<file path="src/rtl/piece_cell_gen.sv">
// Falling-piece cell resolver: maps (piece, x, y, rot) to four board indices,
// checks board edges, then probes the occupancy RAM for a collision.
module piece_cell_gen #(
  parameter int BOARD_W = 10,
  parameter int BOARD_H = 20,
  parameter int XW      = 4,
  parameter int YW      = 5,
  parameter int IDX_W   = 8,
  parameter int RD_LAT  = 1
) (
  input  logic               clk,
  input  logic               rst,
  input  logic               req_valid,
  output logic               req_ready,
  input  logic [2:0]         req_piece,
  input  logic [XW-1:0]      req_x,
  input  logic [YW-1:0]      req_y,
  input  logic [1:0]         req_rot,
  output logic               rd_en,
  output logic [IDX_W-1:0]   rd_addr,
  input  logic               rd_data,
  output logic               rsp_valid,
  input  logic               rsp_ready,
  output logic [4*IDX_W-1:0] rsp_cells,
  output logic [2:0]         rsp_width,
  output logic [2:0]         rsp_height,
  output logic               rsp_oob,
  output logic               rsp_hit
);

  localparam int CW = IDX_W + 2;

  typedef enum logic [1:0] {S_IDLE, S_CALC, S_PROBE, S_DONE} state_t;

  state_t             state_q, state_d;
  logic [2:0]         piece_q, piece_d;
  logic [XW-1:0]      x_q, x_d;
  logic [YW-1:0]      y_q, y_d;
  logic [1:0]         rot_q, rot_d;
  logic               req_ready_q, req_ready_d;
  logic               rd_en_q, rd_en_d;
  logic [IDX_W-1:0]   rd_addr_q, rd_addr_d;
  logic               rsp_valid_q, rsp_valid_d;
  logic [4*IDX_W-1:0] cells_q, cells_d;
  logic [2:0]         w_q, w_d, h_q, h_d;
  logic               oob_q, oob_d, hit_q, hit_d;
  logic [2:0]         iss_q, iss_d;
  logic [1:0]         ret_q, ret_d;
  logic [RD_LAT-1:0]  pipe_q, pipe_d;

  logic [15:0]        shp;
  logic [2:0]         w_c, h_c;
  logic [4*IDX_W-1:0] cells_c;
  logic               oob_c;
  logic               tap;

  // Cell k packs {dy, dx} at bits [4k +: 4].
  function automatic logic [15:0] pk(input int x0, input int y0, input int x1, input int y1,
                                     input int x2, input int y2, input int x3, input int y3);
    return {2'(y3), 2'(x3), 2'(y2), 2'(x2), 2'(y1), 2'(x1), 2'(y0), 2'(x0)};
  endfunction

  always_comb begin
    shp = '0;
    w_c = 3'd0;
    h_c = 3'd0;
    case (piece_q)
      3'd1: if (!rot_q[0]) begin shp = pk(0,0, 1,0, 2,0, 3,0); w_c = 3'd4; h_c = 3'd1; end
            else           begin shp = pk(0,0, 0,1, 0,2, 0,3); w_c = 3'd1; h_c = 3'd4; end
      3'd2: begin shp = pk(0,0, 1,0, 0,1, 1,1); w_c = 3'd2; h_c = 3'd2; end
      3'd3: case (rot_q)
              2'd0: begin shp = pk(1,0, 0,1, 1,1, 2,1); w_c = 3'd3; h_c = 3'd2; end
              2'd1: begin shp = pk(0,0, 0,1, 0,2, 1,1); w_c = 3'd2; h_c = 3'd3; end
              2'd2: begin shp = pk(0,0, 1,0, 2,0, 1,1); w_c = 3'd3; h_c = 3'd2; end
              default: begin shp = pk(1,0, 1,1, 1,2, 0,1); w_c = 3'd2; h_c = 3'd3; end
            endcase
      3'd4: if (!rot_q[0]) begin shp = pk(1,0, 2,0, 0,1, 1,1); w_c = 3'd3; h_c = 3'd2; end
            else           begin shp = pk(0,0, 0,1, 1,1, 1,2); w_c = 3'd2; h_c = 3'd3; end
      3'd5: if (!rot_q[0]) begin shp = pk(0,0, 1,0, 1,1, 2,1); w_c = 3'd3; h_c = 3'd2; end
            else           begin shp = pk(1,0, 0,1, 0,2, 1,1); w_c = 3'd2; h_c = 3'd3; end
      3'd6: case (rot_q)
              2'd0: begin shp = pk(1,0, 1,1, 1,2, 0,2); w_c = 3'd2; h_c = 3'd3; end
              2'd1: begin shp = pk(0,0, 0,1, 1,1, 2,1); w_c = 3'd3; h_c = 3'd2; end
              2'd2: begin shp = pk(0,0, 0,1, 0,2, 1,0); w_c = 3'd2; h_c = 3'd3; end
              default: begin shp = pk(0,0, 1,0, 2,0, 2,1); w_c = 3'd3; h_c = 3'd2; end
            endcase
      3'd7: case (rot_q)
              2'd0: begin shp = pk(0,0, 0,1, 0,2, 1,2); w_c = 3'd2; h_c = 3'd3; end
              2'd1: begin shp = pk(0,1, 0,0, 1,0, 2,0); w_c = 3'd3; h_c = 3'd2; end
              2'd2: begin shp = pk(1,0, 1,1, 1,2, 0,0); w_c = 3'd2; h_c = 3'd3; end
              default: begin shp = pk(0,1, 1,1, 2,1, 2,0); w_c = 3'd3; h_c = 3'd2; end
            endcase
      default: ;
    endcase
  end

  always_comb begin
    cells_c = '1;
    if (piece_q != 3'd0) begin
      for (int k = 0; k < 4; k++) begin
        cells_c[k*IDX_W +: IDX_W] = IDX_W'((CW'(y_q) + CW'(shp[4*k+2 +: 2])) * CW'(BOARD_W)
                                           + CW'(x_q) + CW'(shp[4*k +: 2]));
      end
    end
    oob_c = (piece_q != 3'd0) &&
            (((XW+1)'(x_q) + (XW+1)'(w_c) > (XW+1)'(BOARD_W)) ||
             ((YW+1)'(y_q) + (YW+1)'(h_c) > (YW+1)'(BOARD_H)));
  end

  // pipe_q tracks issued reads; its top bit marks the cycle a return is valid.
  assign tap = pipe_q[RD_LAT-1];

  always_comb begin
    state_d     = state_q;
    piece_d     = piece_q;
    x_d         = x_q;
    y_d         = y_q;
    rot_d       = rot_q;
    req_ready_d = req_ready_q;
    rd_en_d     = rd_en_q;
    rd_addr_d   = rd_addr_q;
    rsp_valid_d = rsp_valid_q;
    cells_d     = cells_q;
    w_d         = w_q;
    h_d         = h_q;
    oob_d       = oob_q;
    hit_d       = hit_q;
    iss_d       = iss_q;
    ret_d       = ret_q;
    pipe_d      = (pipe_q << 1) | RD_LAT'(rd_en_q);
    case (state_q)
      S_IDLE: if (req_valid) begin
        piece_d     = req_piece;
        x_d         = req_x;
        y_d         = req_y;
        rot_d       = req_rot;
        req_ready_d = 1'b0;
        state_d     = S_CALC;
      end
      S_CALC: begin
        cells_d = cells_c;
        w_d     = w_c;
        h_d     = h_c;
        oob_d   = oob_c;
        hit_d   = 1'b0;
        if (piece_q == 3'd0 || oob_c) begin
          rsp_valid_d = 1'b1;
          state_d     = S_DONE;
        end else begin
          rd_en_d   = 1'b1;
          rd_addr_d = cells_c[IDX_W-1:0];
          iss_d     = 3'd1;
          ret_d     = 2'd0;
          state_d   = S_PROBE;
        end
      end
      S_PROBE: begin
        if (iss_q[2]) begin
          rd_en_d = 1'b0;
        end else begin
          rd_addr_d = cells_q[iss_q[1:0]*IDX_W +: IDX_W];
          iss_d     = iss_q + 3'd1;
        end
        if (tap) begin
          hit_d = hit_q | rd_data;
          ret_d = ret_q + 2'd1;
          if (ret_q == 2'd3) begin
            rsp_valid_d = 1'b1;
            state_d     = S_DONE;
          end
        end
      end
      default: if (rsp_ready) begin
        rsp_valid_d = 1'b0;
        req_ready_d = 1'b1;
        state_d     = S_IDLE;
      end
    endcase
  end

  always_ff @(posedge clk or posedge rst) begin
    if (rst) begin
      state_q     <= S_IDLE;
      piece_q     <= 3'd0;
      x_q         <= '0;
      y_q         <= '0;
      rot_q       <= 2'd0;
      req_ready_q <= 1'b1;
      rd_en_q     <= 1'b0;
      rd_addr_q   <= '0;
      rsp_valid_q <= 1'b0;
      cells_q     <= '0;
      w_q         <= 3'd0;
      h_q         <= 3'd0;
      oob_q       <= 1'b0;
      hit_q       <= 1'b0;
      iss_q       <= 3'd0;
      ret_q       <= 2'd0;
      pipe_q      <= '0;
    end else begin
      state_q     <= state_d;
      piece_q     <= piece_d;
      x_q         <= x_d;
      y_q         <= y_d;
      rot_q       <= rot_d;
      req_ready_q <= req_ready_d;
      rd_en_q     <= rd_en_d;
      rd_addr_q   <= rd_addr_d;
      rsp_valid_q <= rsp_valid_d;
      cells_q     <= cells_d;
      w_q         <= w_d;
      h_q         <= h_d;
      oob_q       <= oob_d;
      hit_q       <= hit_d;
      iss_q       <= iss_d;
      ret_q       <= ret_d;
      pipe_q      <= pipe_d;
    end
  end

  assign req_ready  = req_ready_q;
  assign rd_en      = rd_en_q;
  assign rd_addr    = rd_addr_q;
  assign rsp_valid  = rsp_valid_q;
  assign rsp_cells  = cells_q;
  assign rsp_width  = w_q;
  assign rsp_height = h_q;
  assign rsp_oob    = oob_q;
  assign rsp_hit    = hit_q;

endmodule

</file>
<file path="config.mk">
export PLATFORM = sky130hd
export DESIGN_NAME = piece_cell_gen
export DESIGN_NICKNAME = d
export VERILOG_FILES = /design/src/rtl/piece_cell_gen.sv
export SDC_FILE = /design/constraint.sdc
export NUM_CORES = 1
export LEC_CHECK = 0
export CELL_PAD_IN_SITES_DETAIL_PLACEMENT = 1
export CELL_PAD_IN_SITES_GLOBAL_PLACEMENT = 1
export CORE_MARGIN = 2
export CORE_UTILIZATION = 30
export CTS_CLUSTER_DIAMETER = 150
export DETAILED_ROUTE_END_ITERATION = 10
export GPL_TIMING_DRIVEN = 1
export PLACE_DENSITY_LB_ADDON = 0.2
export SETUP_SLACK_MARGIN = 0.2
export SYNTH_ARGS = -nofsm -noshare
export SYNTH_HDL_FRONTEND = slang
export SYNTH_SLANG_ARGS = --single-unit
export TNS_END_PERCENT = 30
</file>
<file path="constraint.sdc">
create_clock -name clk -period 7.36 [get_ports clk]
set_clock_uncertainty 0.2 [all_clocks]
set_input_delay 1.84 -clock clk [delete_from_list [all_inputs] [get_ports clk]]
set_output_delay 1.84 -clock clk [all_outputs]
set_load 0.02 [all_outputs]
</file>
==> summary.md, run 1 <==
| Metric | Value |
|---|---|
| Status | completed |
| Syn Area/Cell | 9.46 um^2 |
| Worst R2R End | rsp_cells[15] |
| Initial antenna violation count | 0 |
| Synth unique cells | 59 |
| Number of clock sinks | slightly above 70 |
| Fin cells | around 950 |
| Initial DRC Count | 190 |
| First-pass GRT wire length | approximately 27000 um |
| Postcts setup bufs | 0 |
| Crit-path cells | inv_1 -> ha_1 -> nand2_1 -> a21oi_1 -> nor3_1 -> ha_1 -> ha_1 -> xor2_1 -> ha_1 -> ha_1 -> ha_1 -> nand2b_1 -> a211oi_2 -> a21o_1 -> nand2_1 -> a221oi_1 -> xnor2_1 -> a21oi_1 |
| Synthesis Warnings | 0 |
| Max Cap Viol | 0 |
| Commonest cells post-synth | nor2_1, ha_1, dfrtp_1 |
| Kind of critical path | flip-flop to flip-flop |
| Asr flop ratio synth | 100% |
| Die X | around 140 um |
| Max Transition Viols Final | 0 |
| TritonRoute pass-1 iters | 4 |
| Total GRT Usage | 16.9% |
| CTS tree | yes |
| Seq. cell area | around 1800 um^2 |
| Post-synthesis sequential area ratio | 30.5% |
| Yosys top cell area share | 30.0% |
| Average wire per standard cell | 17.8 um |
| Synth area leaders | dfrtp_1, ha_1, fa_1 |
| CP Max Fanout | 13 |
| Worst-Skew Late Latency | approximately 350 ps |
| Critical Path Source | rot_q[0] |
| Setup crit end kind | flip-flop |
| Cell at the slowest stage of the critical path | dfrtp_1 |
| Wirelength, routed | between 15000 and 20000 um |
| Worst path required time | between 7000 and 8000 ps |
| Final instance area | between 7000 and 8000 um^2 |
| Min Hold Slack | about 240 ps |
| Synthesized area | roughly 5900 um^2 |
| Yosys top cell by area | dfrtp_1 |
| Multi-input logic area | 3840 um^2 |
| Crit path capture | rsp_cells[15] |
| Clk buf depth | 2 |
| CTS HTree Levels | 3 |
| DRC | 0 |
| Crit path launch type | flip-flop |
| Vias in the first global route | 5035 |
| DRT antenna net count | 0 |
| Worst path most repeated cell | ha_1 |
| Reg-to-reg slack, setup | 2730 ps |
| Hold path depth | 0 |
| Syn nets | ~740 |
| CTS buffer count | 9 |
| Hold Vio Cnt, Final | 0 |
| Post-Syn Instances | 626 |
| Cell chosen for the clock root | clkbuf_16 |
| Final setup fails | 0 |
| Fin nets | just under 800 |
| Worst Tran Pin Value | ~970 ps |
| GRT Residual Overflow | 0 |
| # fillers | between 2000 and 2500 |
| Reg2Reg Launch Point | rot_q[0] |
| Ports | 70 |
| Sum Neg Setup Slack | 0 ps |
| Slew margin rel. | between 30% and 40% |
| CTS Hold Buffers Added | 0 |
| Area growth syn-to-layout | 20.8% |
| Die area | 20900 um^2 |
| RePlAce Congestion | between 0.8 and 0.9 |
| Rows | 51 |
| Clk pin slew, worst setup/hold paths | roughly 60 ps |
| #FFs+latches synth | 72 |
| Die height | roughly 140 um |
| Placed inst area | around 7000 um^2 |
| Final HPWL DP | between 10000 and 15000 um |
| RSZ-0062 raised after global routing | no |
| Number of port buffers | 69 |
| Detailed-route via count | roughly 4700 |
| # resized after CTS | 0 |
| Fmax | roughly 220 MHz |
| R2R depth | 18 |
| Initial core utilization | 30.5% |
| Via/cell ratio | about 5 |
| Count leader, synth | nor2_1 |
| Min Tclk post-route | roughly 4600 ps |
| Dominant synthesized flop cell | dfrtp_1 |
| Share of layout cells above drive strength 1 | approximately a tenth |
| Core area | between 15000 and 20000 um^2 |
| Placed cell count | 932 |
| Max incr delay on CP | roughly 560 ps |
| Final Cycle Share | ~63% |
| Worst min path class | flip-flop to flip-flop |
| WP data arrival | about 4600 ps |
| Antenna cell count | 0 |
| Largest net degree at the start of global routing | 73 |
| EDFF count, synth | 0 |
==> flip-flops by register name, summed over array words and instances, names as in the netlist, 2 cells and up <==
name	count
ret_q	2
rot_q	2
iss_q	3
rsp_cells	32
rsp_width	3
state_q	2
y_q	5
rd_addr	8
rsp_height	2
x_q	4
piece_q	3
==> worst min-delay path by stage <==
stage,from,to,slack [ps]
detailed placement,rd_en,pipe_q,240
CTS,rd_en,pipe_q,260
finish,rd_en,pipe_q,240
floorplan,ret_q[0],ret_q[0],280
global route,rd_en,pipe_q,270
global placement,rd_en,pipe_q,230
==> cell usage in the layout, fill, tap and decap left out, types with 4 or more instances in the layout <==
cell type	instances
nor2_1	79
ha_1	77
dfrtp_1	71
clkdlybuf4s50_1	69
a21oi_1	46
nand2_1	41
inv_1	38
xnor2_1	29
mux2_2	20
o21ai_0	18
xor2_1	16
a31oi_1	15
fa_1	15
nand3_1	13
a21o_1	13
nand2b_1	10
clkbuf_16	9
mux4_2	8
nor3_1	8
nor2b_1	7
a2bb2oi_1	6
o32ai_1	5
o22a_1	5
o31ai_1	4
==> layout make-up <==
| class | instances | share of cell area, % |
|---|---|---|
| multi-input combinational | 484 | 53.7 |
| sequential | 72 | 25.2 |
| timing repair buffer | 71 | 9.87 |
| tap | 265 | 4.64 |
| clock buffer | 9 | 3.15 |
| inverter | 40 | 2.10 |
| clock inverter | 7 | 1.33 |
==> layer usage <==
metal | GRT usage [%] | up-vias | part of all wire, %
met5 | 0 | - | 0
met3 | 2.28 | 13 | 3.0
met1 | 23.0 | 2356 | 47
met4 | 3.83 | 0 | 0.99
li1 | - | 2298 | -
met2 | 28.7 | 76 | 49
==> critical path: cells and delay by family, from the launching register on <==
family,cells,cell delay [ps]
compound gates,5,980
xor+xnor,2,440
flops,1,560
simple gates,4,520
fa+ha+maj,6,1600
buf+inv,1,190
==> through the flow <==
stage | setup slack [ps] | utilization (%)
3_3_place_gp | 2910 | 35.2
2_1_floorplan | 3160 | -
4_1_cts | 2730 | 36.9
6_report | 2730 | 36.9
3_5_place_dp | 2720 | 35.2
5_1_grt | 2420 | 36.9
==> cell families (layout without fill, tap and decap cells) <==
kind of cell | after synthesis | count (layout) | share of synthesized area (%)
mux | 31 | 31 | 7.36
fa+ha+maj | 93 | 93 | 21.6
simple gates | 178 | 178 | 13.8
buf+inv | 70 | 127 | 4.69
xor+xnor | 46 | 46 | 6.93
compound gates | 136 | 136 | 15.2
flops | 72 | 72 | 30.5
Power of run 1 is left out: the tool's default activity adds up to more than one toggle a clock period on the data nets, which glitch-free logic cannot reach.
==> run 2, diff against run 1 <==
==> constraint.sdc (replaced) <==
create_clock -name clk -period 4 [get_ports clk]
set_clock_uncertainty 0.2 [all_clocks]
set_input_delay 1 -clock clk [delete_from_list [all_inputs] [get_ports clk]]
set_output_delay 1 -clock clk [all_outputs]
set_load 0.02 [all_outputs]
==> summary.md, run 2 (synthesis results as in run 1) <==
| Metric | Value |
|---|---|
| Kind of critical path | flip-flop to flip-flop |
| Worst-Skew Late Latency | 340 ps |
| First-pass GRT wire length | about 31000 um |
| RSZ-0062 raised after global routing | yes |
| Slew margin rel. | 39.9% |
| Max incr delay on CP | 530 ps |
| Detailed-route via count | around 5300 |
| Commonest non-fill, non-tap cell in the layout | buf_4 |
| Cell at the slowest stage of the critical path | dfrtp_2 |
| Number of port buffers | 69 |
| Hold_sp | rd_en |
| Hold path depth | 0 |
| Final HPWL DP | between 10000 and 15000 um |
| RePlAce Congestion | about 0.8 |
| Average wire per standard cell | between 15 and 20 um |
| Die area | 20900 um^2 |
| CP Max Fanout | 7 |
| # fillers | about 2200 |
| Die height | about 140 um |
| R2R depth | 19 |
| Worst Tran Pin Value | ~900 ps |
| Worst path most repeated cell | ha_4 |
| Fin nets | between 800 and 900 |
| Final Cycle Share | 99.7% |
| Commonest cells after routing, fill and taps aside | buf_4, nor2_1, clkdlybuf4s50_1, dfrtp_1, ha_1 |
| Crit path launch type | flip-flop |
| Worst R2R End | rsp_cells[31] |
| Setup crit end kind | flip-flop |
| Worst min path class | flip-flop to flip-flop |
| WHS Endpoint | pipe_q |
| Ports | 70 |
| Area growth syn-to-layout | 48.5% |
| Share of layout cells above drive strength 1 | approximately 36% |
| DRT antenna net count | 0 |
| Antenna cell count | 0 |
| CTS tree | yes |
| Number of clock sinks | between 70 and 80 |
| Max Cap Viol | 0 |
| WP data arrival | a little under 4000 ps |
| Cell chosen for the clock root | clkbuf_16 |
| Via/cell ratio | between 5 and 6 |
| Placed inst area | 7480 um^2 |
| DRC | 0 |
| Number of flip-flops in the largest register | 32 |
| Clk buf depth | 2 |
| Rows | 51 |
| Initial DRC Count | 155 |
| Hold Vio Cnt, Final | 0 |
| WP buf/inv | 3 |
| Initial core utilization | approximately 30% |
| Vias in the first global route | 5709 |
| Worst path required time | roughly 4000 ps |
| GRT Residual Overflow | 0 |
| Status | completed |
| CTS buffer count | 9 |
| Clk pin slew, worst setup/hold paths | ~60 ps |
| Fmax | 251 MHz |
| Crit-path cells | clkinv_4 -> ha_2 -> nand2_1 -> nand2_1 -> a21o_1 -> buf_4 -> fa_2 -> xor2_4 -> ha_4 -> ha_4 -> ha_4 -> nor2b_2 -> o21ai_1 -> nand2b_1 -> nand3_2 -> xnor2_2 -> xnor2_1 -> buf_4 -> a31oi_2 |
| Total GRT Usage | between 10% and 20% |
| CTS HTree Levels | 3 |
| Wirelength, routed | approximately 20000 um |
| Min Tclk post-route | around 4000 ps |
| Die X | ~140 um |
| Initial antenna violation count | 0 |
| Max Transition Viols Final | 0 |
| Largest net degree at the start of global routing | 73 |
| Core area | a little under 20000 um^2 |
| CP delay by family, top | adder cells |
| Reg2Reg Launch Point | rot_q[0] |
| Final instance area | approximately 8800 um^2 |
| TritonRoute pass-1 iters | 4 |
| Final Util | between 40% and 50% |
| Reg-to-reg slack, setup | about 11 ps |
| Final setup fails | 0 |
==> run 2: cell types whose count changed in the layout (fill, tap and decap cells not counted), moves of 9 or more <==
| cell | delta |
|---|---|
| ha_4 | +22 |
| a21oi_1 | -10 |
| xnor2_1 | -10 |
| xnor2_2 | +10 |
| fa_2 | +9 |
| buf_4 | +98 |
| inv_1 | -9 |
| fa_1 | -9 |
| nor2_1 | -9 |
| ha_1 | -29 |
==> run 2: cell type report <==
| class | instances | area [um^2] | area share [%] |
|---|---|---|---|
| clock buffers | 9 | 225 | 2.56 |
| clock inverters | 7 | 95.1 | 1.08 |
| inverters | 40 | 155 | 1.76 |
| multi-input cells | 484 | 4610 | 52.4 |
| flip-flops and latches | 72 | 1810 | 20.6 |
| well taps | 265 | 332 | 3.77 |
| repair buffers | 178 | 1570 | 17.8 |
==> run 2: worst max-delay path by stage <==
stage	end	slack [ps]	cells after the start	from
after floorplan	rsp_cells[15]	180	20	rot_q[0]
after global placement	rd_addr[7]	-20	15	rot_q[1]
after detailed placement	rd_addr[7]	-170	15	piece_q[1]
after CTS	rsp_cells[15]	40	19	rot_q[0]
after global routing	rsp_cells[15]	-200	19	rot_q[0]
final	rsp_cells[31]	10	19	rot_q[0]
==> run 2: layer usage <==
layer  vias to the layer above  GRT usage, %  routed length, um
li1                       2525             -                  -
met1                      2647          25.4               9110
met2                        92          33.8              10100
met3                        18          2.75                481
met4                         0          4.75                332
met5                         -             0                  0
==> run 2: repair_timing <==
item,in CTS,in global routing
setup buffers,15,16
cloned,0,0
resized for setup,64,81
pin swaps,37,43
hold buffers,0,0
setup endpoints to repair,29,30
==> run 2: through the flow <==
stage / TNS (ps) / cells / worst slack (ps) / hold WS (ps)
finish: 0 / 1055 / 10.5 / 259
global route: -1560 / 1055 / -197 / 290
CTS: 0 / 1039 / 35.9 / 253
detailed placement: -1510 / 1008 / -172 / 236
global placement: -20.6 / 1008 / -20.6 / 230
floorplan: 0 / 626 / 185 / 275
Power of run 2 is left out for the same reason.
